File: config.mk
export PLATFORM = sky130hd
export DESIGN_NAME = hazard_sequencer
export DESIGN_NICKNAME = d
export VERILOG_FILES = /design/src/rtl/cpu_types_pkg.sv /design/src/rtl/perf_counter.sv /design/src/rtl/hazard_sequencer.sv
export SDC_FILE = /design/constraint.sdc
export NUM_CORES = 1
export LEC_CHECK = 0
export CAP_MARGIN = 20
export CORE_UTILIZATION = 46
export DETAILED_ROUTE_END_ITERATION = 16
export PLACE_DENSITY_LB_ADDON = 0.25
export SYNTH_ARGS = -nofsm -noshare
export SYNTH_HDL_FRONTEND = slang
export SYNTH_HIERARCHICAL = 1
export SYNTH_SLANG_ARGS = --single-unit
File: constraint.sdc
create_clock -name CLK -period 2.8 [get_ports CLK]
set_input_delay 0.56 -clock CLK [delete_from_list [all_inputs] [get_ports CLK]]
set_output_delay 0.56 -clock CLK [all_outputs]
set_load 0.03 [all_outputs]
File: src/rtl/cpu_types_pkg.sv
// rtl/cpu_types_pkg.sv - shared CPU type definitions
package cpu_types_pkg;

  typedef enum logic [1:0] {
    RUN     = 2'd0,
    MEMWAIT = 2'd1,
    HALTED  = 2'd2
  } hazard_state_t;

endpackage

File: src/rtl/perf_counter.sv
// rtl/perf_counter.sv - saturating performance counter with increment and clear
module perf_counter #(
  parameter int CNT_W = 32
) (
  input  logic             CLK,
  input  logic             nRST,
  input  logic             inc,
  input  logic             clear,
  output logic [CNT_W-1:0] count
);

  always_ff @(posedge CLK, negedge nRST) begin
    if (!nRST) begin
      count <= '0;
    end else if (clear) begin
      count <= '0;
    end else if (inc && (count != '1)) begin
      count <= count + CNT_W'(1);
    end
  end

endmodule

File: src/rtl/hazard_sequencer.sv
// rtl/hazard_sequencer.sv - pipeline stall/flush sequencer with performance counters
module hazard_sequencer
  import cpu_types_pkg::*;
#(
  parameter int REG_W = 5,
  parameter int CNT_W = 32
) (
  input  logic             CLK,
  input  logic             nRST,
  input  logic             ihit,
  input  logic             dhit,
  input  logic             mem_dREN,
  input  logic             mem_dWEN,
  input  logic [REG_W-1:0] id_rsel1,
  input  logic [REG_W-1:0] id_rsel2,
  input  logic             ex_dREN,
  input  logic [REG_W-1:0] ex_wsel,
  input  logic             ex_pcsrc,
  input  logic             wb_halt,
  input  logic             wb_valid,
  output logic             pc_en,
  output logic             ifid_en,
  output logic             ifid_flush,
  output logic             idex_en,
  output logic             idex_flush,
  output logic             exmem_en,
  output logic             exmem_flush,
  output logic             memwb_en,
  output logic             memwb_flush,
  output logic             halt,
  output logic [CNT_W-1:0] stall_cnt,
  output logic [CNT_W-1:0] flush_cnt,
  output logic [CNT_W-1:0] inst_cnt
);

  hazard_state_t state, state_n;
  logic mem_req, mem_ok, advance, lu, active;
  logic stall_inc, flush_inc, inst_inc;

  assign mem_req = mem_dREN | mem_dWEN;
  assign mem_ok  = !mem_req | dhit;
  assign advance = ihit & mem_ok;
  assign lu      = ex_dREN && (ex_wsel != '0) &&
                   ((ex_wsel == id_rsel1) || (ex_wsel == id_rsel2));
  // Latch controls stay low while reset is held, not just after the edge
  assign active  = nRST && (state != HALTED);
  assign halt    = (state == HALTED);

  always_ff @(posedge CLK, negedge nRST) begin
    if (!nRST) state <= RUN;
    else       state <= state_n;
  end

  always_comb begin
    state_n     = state;
    pc_en       = 1'b0;
    ifid_en     = 1'b0;
    ifid_flush  = 1'b0;
    idex_en     = 1'b0;
    idex_flush  = 1'b0;
    exmem_en    = 1'b0;
    exmem_flush = 1'b0;
    memwb_en    = 1'b0;
    memwb_flush = 1'b0;
    if (active) begin
      if (!advance) begin
        // A pending data access must not let the MEM/WB entry write back twice
        memwb_en    = !mem_ok;
        memwb_flush = !mem_ok;
      end else if (ex_pcsrc) begin
        pc_en      = 1'b1;
        ifid_en    = 1'b1;
        idex_en    = 1'b1;
        exmem_en   = 1'b1;
        memwb_en   = 1'b1;
        ifid_flush = 1'b1;
        idex_flush = 1'b1;
      end else if (lu) begin
        idex_en    = 1'b1;
        idex_flush = 1'b1;
        exmem_en   = 1'b1;
        memwb_en   = 1'b1;
      end else begin
        pc_en    = 1'b1;
        ifid_en  = 1'b1;
        idex_en  = 1'b1;
        exmem_en = 1'b1;
        memwb_en = 1'b1;
      end

      if (wb_halt)                                  state_n = HALTED;
      else if ((state == RUN) && mem_req && !dhit)  state_n = MEMWAIT;
      else if ((state == MEMWAIT) && dhit)          state_n = RUN;
    end
  end

  assign stall_inc = active && !pc_en;
  assign flush_inc = active && advance && ex_pcsrc;
  assign inst_inc  = active && ((memwb_en && wb_valid && !memwb_flush) || wb_halt);

  perf_counter #(.CNT_W(CNT_W)) u_stall_cnt (
    .CLK(CLK), .nRST(nRST), .inc(stall_inc), .clear(1'b0), .count(stall_cnt)
  );

  perf_counter #(.CNT_W(CNT_W)) u_flush_cnt (
    .CLK(CLK), .nRST(nRST), .inc(flush_inc), .clear(1'b0), .count(flush_cnt)
  );

  perf_counter #(.CNT_W(CNT_W)) u_inst_cnt (
    .CLK(CLK), .nRST(nRST), .inc(inst_inc), .clear(1'b0), .count(inst_cnt)
  );

endmodule

# Yosys cells after proc, flatten, opt, wreduce, memory -nomap -nowiden
# Cells that the tools add are included.
# Widths: inputs -> output; s select.
dict set report totals {
  register_bits 98
  inputBits 25
  output_inout_bits 106
  elab_cells 64
}
dict set report op_classes {
  addsub 3
  eq_ne 8
  n_mux 20
  bitwise_logic 3
  n_reduce_logical 26
}
# cell n
set ops {}
lappend ops {{$add 32x1->32 const B} 3}
lappend ops {{$ne 32x32->1 const B} 3}
lappend ops {{$mux 1} 17}
lappend ops {{$logic_and 1x1->1} 15}
lappend ops {{$eq 5x5->1} 2}
lappend ops {{$mux 2} 3}
lappend ops {{$logic_not 1->1} 5}
lappend ops {{$reduce_bool 5->1} 1}
lappend ops {{$reduce_bool 3->1} 1}
lappend ops {{$eq 2x1->1 const B} 1}
lappend ops {{$eq 2x2->1 const B} 1}
lappend ops {{$logic_not 2->1} 1}
lappend ops {{$logic_or 1x1->1} 2}
lappend ops {{$ne 2x2->1 const B} 1}
lappend ops {{$or 1x1->1} 2}
lappend ops {{$reduce_and 2->1} 1}
lappend ops {{$and 1x1->1} 1}

# Depth between registers and ports, before layout
# Gate-level depths: netlist of the first run.
dict set report logic_depth {
  ltp_word 11
  ltp_mapped 11
  depth_no_buf 9
}

# By module
# Netlist of the first run, hierarchy kept.
# mod instances cells_each area_per_inst_um2 seq_area_each_um2
set by_module_without_submodules {}
lappend by_module_without_submodules {{perf_counter at u_inst_cnt ...} 2 198 1854.3 800.8}
lappend by_module_without_submodules {{perf_counter at u_flush_cnt} 1 194 1810.5 800.8}
lappend by_module_without_submodules {hazard_sequencer 1 48 371.6 50.0}

# Worst setup path before layout of the first run
# No wires, ideal clock.
dict set report synth_path {
  kind {input to register}
  from {in mem_dWEN}
  to {reg u_flush_cnt.count[29]}
  setup_time_ns 0.077
  arrival_time_ns 3.219
  required_ns 2.723
  setup_slack_ns -0.496
  path_stages 9
  n_path_buf 0
  path_cell_list {o21bai_1 nand2_1 nor2_1 and2_1 nand4_1 or4_1 a2111o_1 or3_1 a21oi_1}
}
dict set report synth_between {
  elab_chain_len 7
}
# element line_no
set synth_lines {}
lappend synth_lines {{from (decl)} hazard_sequencer.sv:13} ;# input logic mem_dWEN,
lappend synth_lines {{$or 1x1->1} hazard_sequencer.sv:40} ;# assign mem_req = mem_dREN | mem_dWEN;
lappend synth_lines {{$logic_not 1->1} hazard_sequencer.sv:41} ;# assign mem_ok = !mem_req | dhit;
lappend synth_lines {{$or 1x1->1} hazard_sequencer.sv:41}
lappend synth_lines {{$and 1x1->1} hazard_sequencer.sv:42} ;# assign advance = ihit & mem_ok;
lappend synth_lines {{$logic_and 1x1->1 (2 in a row)} hazard_sequencer.sv:98} ;# assign flush_inc = active && advance && ex_pcsrc;
lappend synth_lines {{via flush_inc} hazard_sequencer.sv:38} ;# logic stall_inc, flush_inc, inst_inc;
lappend synth_lines {{$logic_and 1x1->1} perf_counter.sv:17} ;# end else if (inc && (count != '1)) begin
lappend synth_lines {{to (signal assigned)} perf_counter.sv:18} ;# count <= count + CNT_W'(1);
lappend synth_lines {{to (decl)} perf_counter.sv:9} ;# output logic [CNT_W-1:0] count
# The timed path passes the listed nets, and every way through them passes these cells.
# A chain may end at the register's enable or synchronous reset.

# Worst setup path after layout of the first run
dict set report layout_path {
  from {in ihit}
  to {reg u_flush_cnt.count[29]}
}
dict set report layout_between {
  elab_chain_len 4
}
# element line_no
set layout_lines {}
lappend layout_lines {{from (decl)} hazard_sequencer.sv:10} ;# input logic ihit,
lappend layout_lines {{$and 1x1->1} hazard_sequencer.sv:42}
lappend layout_lines {{$logic_and 1x1->1 (2 in a row)} hazard_sequencer.sv:98}
lappend layout_lines {{via flush_inc} hazard_sequencer.sv:38}
lappend layout_lines {{$logic_and 1x1->1} perf_counter.sv:17}
# The timed path passes the listed nets, and every way through them passes these cells.

==> results of run 1 <==
==> timing repair <==
item	CTS	global route
setup buffers	1	2
hold endpoints to repair	0	0
pin swaps	9	21
setup endpoints to repair	16	32
resized for setup	16	50
==> cell usage in the layout (no fill, tap or decap), types with 4 or more instances in the layout <==
| master | instances |
|---|---|
| a211oi_1 | 10 |
| a21o_1 | 6 |
| a21oi_1 | 37 |
| a31o_2 | 5 |
| and2_1 | 9 |
| and3_1 | 19 |
| buf_4 | 43 |
| buf_6 | 4 |
| clkbuf_16 | 9 |
| clkbuf_2 | 7 |
| clkdlybuf4s50_1 | 102 |
| conb_1 | 10 |
| dfrtp_1 | 98 |
| dlymetal6s2s_1 | 8 |
| inv_1 | 20 |
| mux2_2 | 12 |
| nand2_1 | 34 |
| nand2b_1 | 5 |
| nand3_1 | 35 |
| nand4_1 | 19 |
| nor2_1 | 79 |
| nor2b_1 | 14 |
| nor3_1 | 11 |
| nor4_1 | 14 |
| nor4_2 | 4 |
| o21ai_0 | 22 |
| o31ai_1 | 8 |
| or3_1 | 23 |
| or4_1 | 7 |
| or4_4 | 5 |
| xnor2_1 | 26 |
| xor2_1 | 19 |
==> power by group <==
group	internal (W)	leakage [nW]	switching [W]	total [W]
registers	0.00142	1.36	0.00000802	0.00143
logic	0.0000979	1.70	0.000152	0.000250
clock network	0.000801	0.158	0.000540	0.00134
total	0.00232	3.22	0.000700	0.00302
==> final cells by class <==
cell class	count	area [um^2]
clock buffer	10	239
sequential	98	2450
clock inverter	5	78.8
fill	1022	4310
tap	168	210
inverter	20	75.1
timing repair buffer	164	1520
multi-input combinational	506	3370
==> worst max-delay path: stages <==
cell and delay [ps]:
clkdlybuf4s50_1 500, nand2_2 90, nor2_4 110, and2_4 160, nand4_1 130, or4_1 420
a2111o_1 460, or3_4 390, a21oi_2 130
==> flip-flops by register name (all words and copies together) (netlist names) <==
register           flops
u_flush_cnt/count     32
u_inst_cnt/count      32
u_stall_cnt/count     32
state                  2
==> cell families after synthesis <==
logic type | after synthesis
other | 1
multiplexers | 17
XOR/XNOR | 46
buffers and inverters | 43
adder cells (fa/ha/maj) | 3
flip-flops | 98
AO/OA/AOI/OAI | 120
AND/OR/NAND/NOR | 310
==> worst paths after layout <==
path                       cells after the start                           endpoint  slack [ps]                 start
setup / recovery                               9  u_flush_cnt/count[29]$_DFFE_PN0P_         110                  ihit
hold / removal                                 2   u_inst_cnt/count[26]$_DFFE_PN0P_         220                  nRST
setup reg to reg                               9  u_flush_cnt/count[29]$_DFFE_PN0P_         120  state[0]$_DFFE_PN0P_
hold reg to reg                                1               state[1]$_DFFE_PN0P_         530  state[1]$_DFFE_PN0P_
max in group asynchronous                      3  u_stall_cnt/count[15]$_DFFE_PN0P_        1430                  nRST
min in group CLK                               1               state[1]$_DFFE_PN0P_         530  state[1]$_DFFE_PN0P_
==> through the flow <==
stage	setup slack, ps	total power (W)	instance area (um^2)
floorplan	-66.4	0.00157	5940
CTS	3.21	0.00303	7890
detailed placement	-683	0.00169	7550
finish	114	0.00302	7950
global route	-50.4	0.00312	7950
global placement	-607	0.00169	7550
==> layer usage <==
layer | up-vias | track usage, %
li1 | 2639 | -
met4 | 0 | 10.2
met3 | 26 | 3.74
met5 | - | 0
met1 | 2669 | 30.1
met2 | 159 | 42.0
==> results.json, run 1 <==
{
  "dr_wl_met2_um": 7850,
  "highest_layer": "met4",
  "synth_top_area_share_pct": 41.6,
  "cts_root_buffer": "clkbuf_16",
  "cp.required_ps": 3080,
  "io_buffers": 129,
  "dp.cells": 954,
  "grt_pass1_wl_um": 25500,
  "tightestPinTransition_ps": 887,
  "dpl.hpwl_um": 11300,
  "fin_crit_sh_pct": 95.9,
  "first_pass_iters": 10,
  "synth_edf_count": 0,
  "syn_to_final_growth_pct": 35.0,
  "core_area_um2": 12300,
  "cts_tree": "yes",
  "worstSetupStartpointType": "input port",
  "clock_latency_ps": 350,
  "arrival_ps": 2970,
  "ir_worst_vdd_mv": 0.290,
  "setup_viol": 0,
  "dieArea_um2": 13300,
  "synth.area.mux_share_pct": 3.31,
  "cts_sinks": 98,
  "synth.most_common_cell": "dfrtp_1",
  "netlist-cell-type-count": 67,
  "fin_crit_ps": 2690,
  "synthTopCellsByCount": "dfrtp_1, nor2_1, a21oi_1",
  "drv_cap": 0,
  "ios": 131,
  "skew_ps": 10.0,
  "slew_headroom_pct": 40.8,
  "hold_class": "in -> async",
  "status": "finished, final reports clean",
  "max_clock_freq_mhz": 372,
  "drt_wl_total_um": 15500,
  "nNetsFinal": 827,
  "wire_per_inst_um": 16.0,
  "synth.largest_area_cell": "dfrtp_1",
  "cts_max_level": 3,
  "yosys_warnings": 6,
  "grt_pass1_vias": 5480,
  "synth.avg_cell_area_um2": 9.23,
  "crit_path_max_fanout": 3,
  "leakage_nw": 3.22,
  "antenna_found_initial": 0,
  "grt_max_degree": 70,
  "grt_usage_pct": 24.2,
  "wl_met1_um": 6730,
  "synth-simple-area-share_pct": 29.7,
  "synth.area.top_cells": "dfrtp_1, nor2_1, xnor2_1",
  "die_y_um": 115,
  "clk_pin_slew_ps": 70,
  "die_w_um": 115,
  "drt_drc_violations_left": 0,
  "synthArstFlopShare_pct": 100,
  "holdBufCountCts": 0,
  "slew_violations": 0,
  "end_kind": "flip-flop",
  "syn_inst": 638,
  "drive_gt1_share_pct": 16.8,
  "cts-buffers-inserted": 9,
  "ant_nets": 0,
  "met3_length_um": 628,
  "synth_area_um2": 5890,
  "drtIter0Drc": 251,
  "via_per_inst": 5.66,
  "synth_xor_area_share_pct": 6.84,
  "antenna_cells": 0,
  "synth_fa_ha_area_share_pct": 0.637,
  "vias": 5493,
  "place_congestion": 0.863,
  "final_util_pct": 64.9,
  "hold_slack_ps": 216,
  "fin_cells": 971,
  "hold_violations": 0,
  "crit_type": "in -> reg",
  "pwr_density_cell_nw_per_um2": 380,
  "grt-ovfl-total": 0,
  "synth_top_family_by_area": "simple AND/OR/NAND/NOR gates",
  "synth_ff_type": "dfrtp_1",
  "ys_ff_latch": 98,
  "clock_path_buffers": 2,
  "yosysSeqAreaShare_pct": 41.6,
  "fin_tns_setup_ps": 0,
  "initial_core_util_pct": 48.0,
  "synth_compound_area_share_pct": 14.5,
  "fp-row-count": 40
}
No activity file was read; power rests on OpenSTA's default activity.
==> inputs of run 2 (changes only) <==
--- a/config.mk
+++ b/config.mk
@@ -6,8 +6,10 @@
 export NUM_CORES = 1
 export LEC_CHECK = 0
 export CAP_MARGIN = 20
+export CORE_MARGIN = 3
 export CORE_UTILIZATION = 46
 export DETAILED_ROUTE_END_ITERATION = 16
+export GPL_ROUTABILITY_DRIVEN = 1
 export PLACE_DENSITY_LB_ADDON = 0.25
 export SYNTH_ARGS = -nofsm -noshare
 export SYNTH_HDL_FRONTEND = slang
==> results.json, run 2 (synthesis gave the netlist of run 1 again) <==
{
  "drt_drc_violations_left": 0,
  "first_pass_iters": 4,
  "fin_area_um2": 8040,
  "end_kind": "flip-flop",
  "final_cell_mix": "clkdlybuf4s50_1, dfrtp_1, nor2_1",
  "leakage_nw": 3.25,
  "syn_to_final_growth_pct": 36.4,
  "drive_gt1_share_pct": 17.1,
  "ios": 131,
  "core_area_um2": 12300,
  "switching_share_pct": 22.2,
  "grt_pass1_wl_um": 26400,
  "top_regs": "u_flush_cnt/count (32), u_inst_cnt/count (32), u_stall_cnt/count (32)",
  "initial_core_util_pct": 48.0,
  "clock_path_buffers": 2,
  "via_per_inst": 5.71,
  "dpl.hpwl_um": 11500,
  "dp.cells": 957,
  "tightestPinTransition_ps": 951,
  "wire_per_inst_um": 16.3,
  "status": "finished, final reports clean",
  "rsz0062_at_grt": "no",
  "cts_max_level": 3,
  "die_y_um": 119,
  "fin_tns_setup_ps": 0,
  "cts_root_buffer": "clkbuf_16",
  "hold_violations": 0,
  "ant_nets": 0,
  "fin_crit_sh_pct": 97.2,
  "ir_worst_vdd_mv": 0.275,
  "clock_latency_ps": 340,
  "clk_pin_slew_ps": 70,
  "internal_power_w": 0.00248,
  "drtIter0Drc": 361,
  "antenna_cells": 0,
  "drt_wl_total_um": 15900,
  "nNetsFinal": 832,
  "power.share.clock_pct": 47.6,
  "antenna_found_initial": 0,
  "slew_headroom_pct": 36.6,
  "hold_class": "in -> async",
  "max_clock_freq_mhz": 367,
  "vias": 5575,
  "grt_pass1_vias": 5677,
  "fin_crit_ps": 2720,
  "rr_worst_depth": 10,
  "nFillCells": 1012,
  "multiInputGateArea_um2": 3380,
  "place_congestion": 0.869,
  "setup_viol": 0,
  "combPwrFrac_pct": 7.5,
  "pwr_density_cell_nw_per_um2": 396,
  "arrival_ps": 2950,
  "regArea_um2": 2450,
  "fin_cells": 977,
  "dieArea_um2": 14200,
  "grt-ovfl-total": 0,
  "holdBufCountCts": 0,
  "cts_sinks": 98,
  "finalPower_w": 0.00318,
  "power_frac_seq_pct": 44.9,
  "final_common_cell": "clkdlybuf4s50_1",
  "grt_usage_pct": 22.1,
  "skew_ps": 5.82,
  "grt_max_degree": 76,
  "cp.required_ps": 3030,
  "io_buffers": 129,
  "drv_cap": 0,
  "worstSetupStartpointType": "input port",
  "slew_violations": 0,
  "die_w_um": 119,
  "crit_type": "in -> reg",
  "dpl_cell_area_um2": 7570,
  "crit_path_max_fanout": 10,
  "fp-row-count": 40,
  "cts-buffers-inserted": 9,
  "p_sw_w": 0.000706,
  "cts_tree": "yes"
}
[run 2: cell types whose count changed in the layout (fill, tap and decap cells not counted), sizes merged]
cell           delta
bufinv            +2
clkinv            -1
clkinvlp          +1
clkdlybuf4s15     +1
clkbuf            -1
dlymetal6s2s      +1
buf               +2
dlygate4sd2       +1
[run 2: per-layer routing]
metal / vias to the layer above / part of all wire (%) / GRT usage, % / routed length (um)
met1: 2754 / 44 / 28.2 / 6920
met5: - / 0 / 0 / 0
li1: 2656 / - / - / -
met3: 23 / 3.9 / 3.04 / 622
met4: 0 / 1.6 / 6.88 / 253
met2: 142 / 51 / 38.9 / 8120
[run 2: what timing repair did]
item                                    4_1_cts  5_1_grt
pin swaps                                    10       17
buffers inserted                              2        3
endpoints found under the setup margin       17       24
resized for setup                            13       39
[run 2: worst paths after layout]
kind,start,end,slack [ps]
worst max-delay path,id_rsel2[2],u_stall_cnt/count[19]$_DFFE_PN0P_,80
worst min-delay path,nRST,state[0]$_DFFE_PN0P_,370
worst max register to register,state[0]$_DFFE_PN0P_,u_stall_cnt/count[19]$_DFFE_PN0P_,210
worst min register to register,state[1]$_DFFE_PN0P_,state[1]$_DFFE_PN0P_,540
max in group asynchronous,nRST,u_stall_cnt/count[19]$_DFFE_PN0P_,1580
min in group CLK,state[1]$_DFFE_PN0P_,state[1]$_DFFE_PN0P_,540
[run 2: final cells by class]
class	count	area share, %
Multi-Input combinational cell	506	42.0
Sequential cell	98	30.5
Timing Repair Buffer	169	19.4
Clock buffer	9	2.80
Tap cell	168	2.62
Clock inverter	7	1.76
Inverter	20	0.934
[run 2: power by group through the flow]
stage,Clock (W),Combinational [W],Sequential (W)
floorplan,0,0.000110,0.00146
global placement,0,0.000230,0.00146
detailed placement,0,0.000235,0.00146
CTS,0.00154,0.000233,0.00143
global route,0.00159,0.000265,0.00143
finish,0.00151,0.000240,0.00143
[run 2: critical path: stages]
cell and delay, ps:
dlygate4sd2_1 240, xor2_1 150, nor3_2 150, a22oi_2 130, o41ai_2 350, buf_4 180
and3_4 180, nand4_1 90, a21o_4 240, buf_4 180, nor3_2 160, mux2_2 340
[run 2: metrics by stage]
| step | worst slack (ps) | hold WS (ps) | utilization, % |
|---|---|---|---|
| final | 78.2 | 369 | 65.5 |
| after global routing | 4.69 | 377 | 65.5 |
| after CTS | 8.33 | 362 | 64.9 |
| after detailed placement | -627 | 520 | 61.7 |
| after global placement | -540 | 496 | 61.7 |
| after floorplan | -66.4 | 264 | - |
==> inputs of run 3 (changes only) <==
--- a/config.mk
+++ b/config.mk
@@ -5,9 +5,9 @@
 export SDC_FILE = /design/constraint.sdc
 export NUM_CORES = 1
 export LEC_CHECK = 0
-export CAP_MARGIN = 20
-export CORE_MARGIN = 3
+export CORE_MARGIN = 2
 export CORE_UTILIZATION = 46
+export CTS_CLUSTER_SIZE = 24
 export DETAILED_ROUTE_END_ITERATION = 16
 export GPL_ROUTABILITY_DRIVEN = 1
 export PLACE_DENSITY_LB_ADDON = 0.25
==> results.json, run 3 (synthesis gave the netlist of run 1 again) <==
{
  "hold_violations": 0,
  "via_per_inst": 5.58,
  "fin_crit_ps": 2690,
  "final_common_cell": "clkdlybuf4s50_1",
  "rr_worst_depth": 12,
  "pwr_density_cell_nw_per_um2": 367,
  "path_cells": "dlygate4sd2_1 > xor2_1 > nor3_2 > a22oi_2 > o41ai_4 > and3_4 > nand4_1 > a21o_4 > or4_1 > a21oi_1",
  "grt_max_degree": 54,
  "wire_per_inst_um": 16.3,
  "cts_root_buffer": "clkbuf_16",
  "syn_to_final_growth_pct": 37.7,
  "worstReg2RegStart": "state[0]$_DFFE_PN0P_",
  "nFillCells": 1062,
  "max_stage_delay_ps": 510,
  "grt-ovfl-total": 0,
  "vias": 5483,
  "core_area_um2": 12600,
  "critPathBufInv": 1,
  "skew_ps": 6.40,
  "ios": 131,
  "drt_drc_violations_left": 0,
  "die_w_um": 117,
  "holdBufCountCts": 0,
  "cp.required_ps": 3080,
  "clock_path_buffers": 2,
  "ir_worst_vdd_mv": 0.249,
  "slew_violations": 0,
  "io_buffers": 129,
  "tightestPinTransition_ps": 723,
  "multiInputGateArea_um2": 3460,
  "antenna_found_initial": 0,
  "nNetsFinal": 833,
  "drive_gt1_share_pct": 17.2,
  "cts-buffers-inserted": 9,
  "place_congestion": 0.877,
  "regArea_um2": 2450,
  "hold_class": "in -> async",
  "r2r_end": "u_inst_cnt/count[17]$_DFFE_PN0P_",
  "end_kind": "flip-flop",
  "pre_cts_ws_ps": -689,
  "initial_core_util_pct": 46.9,
  "arrival_ps": 2970,
  "dpl.hpwl_um": 11400,
  "cts_tree": "yes",
  "fp-row-count": 41,
  "crit_family": "simple AND/OR/NAND/NOR gates",
  "antenna_cells": 0,
  "drtIter0Drc": 402,
  "max_clock_freq_mhz": 372,
  "rrSetupSlack_ps": 220,
  "drt_wl_total_um": 16000,
  "clk_pin_slew_ps": 70,
  "setup_viol": 0,
  "die_y_um": 117,
  "drv_cap": 0,
  "crit_path_max_fanout": 7,
  "dieArea_um2": 13700,
  "status": "finished, final reports clean",
  "setup_slack_ps": 111,
  "cts_sinks": 98,
  "slew_headroom_pct": 51.4,
  "crit_slowest_cell": "or4_1",
  "grt_pass1_vias": 5376,
  "clock_latency_ps": 350,
  "grt_pass1_wl_um": 26200,
  "fin_area_um2": 8110,
  "first_pass_iters": 5,
  "crit_type": "in -> reg",
  "dpl_cell_area_um2": 7560,
  "grt_usage_pct": 24.1,
  "finalPower_w": 0.00297,
  "cts_max_level": 3,
  "worstSetupStartpointType": "input port",
  "fin_crit_sh_pct": 96.1,
  "top_regs": "u_flush_cnt/count (32), u_inst_cnt/count (32), u_stall_cnt/count (32)",
  "ant_nets": 0,
  "leakage_nw": 3.34,
  "final_cell_mix": "clkdlybuf4s50_1, dfrtp_1, nor2_1"
}
run 3: power by group:
| group | switching [W] | leakage [nW] | internal [W] |
|---|---|---|---|
| clock network | 0.000535 | 0.159 | 0.000764 |
| registers | 0.00000828 | 1.36 | 0.00142 |
| logic | 0.000151 | 1.82 | 0.0000950 |
| total | 0.000694 | 3.34 | 0.00228 |
run 3: metal layers:
metal  wire length, um  GRT usage (%)
met5                 0              0
met4               250           7.92
met1              6680           29.9
met2              8380           41.7
met3               676           5.20
run 3: what timing repair did:
action / CTS / global route
setup buffers: 4 / 2
pin swaps: 7 / 26
gates cloned: 1 / 1
gates resized for setup: 17 / 44
endpoints found under the setup margin: 20 / 29
run 3: worst max path at each step:
stage | startpoint | endpoint | slack, ps | cells past startpoint
global route | dhit | u_flush_cnt/count[31]$_DFFE_PN0P_ | -9 | 11
finish | ex_wsel[3] | u_stall_cnt/count[23]$_DFFE_PN0P_ | 110 | 10
floorplan | mem_dWEN | u_flush_cnt/count[29]$_DFFE_PN0P_ | -70 | 9
CTS | id_rsel2[3] | u_stall_cnt/count[31]$_DFFE_PN0P_ | 20 | 10
global placement | ex_wsel[3] | u_stall_cnt/count[31]$_DFFE_PN0P_ | -570 | 10
detailed placement | ex_wsel[3] | u_stall_cnt/count[29]$_DFFE_PN0P_ | -690 | 10
run 3: worst register-to-register path, cell delays in order (launching register included):
cell and delay (ps):
dfrtp_1 390, nand2b_2 170, nand2_1 180, nor2_4 160, buf_4 120, a32o_1 140
and3_1 190, nand4_1 120, a21o_4 230, buf_4 150, buf_4 140, or3_1 360
a21oi_1 150
run 3: area by class of cell:
type                    count  area share [%]
clock buffers              12            3.29
well taps                 172            2.65
inverters                  20           0.926
repair buffers            169            19.6
flip-flops and latches     98            30.2
clock inverters             4           0.602
multi-input cells         507            42.7
run 3: per-stage QoR:
stage                     setup TNS, ps  utilization (%)  hold slack (ps)  std cells
after floorplan                   -66.4                -              264        647
after global placement           -15440             60.1              506        958
after detailed placement         -19260             60.1              520        958
after CTS                             0             63.3              197        979
after global routing              -9.41             64.5              209        982
final                                 0             64.5              201        982
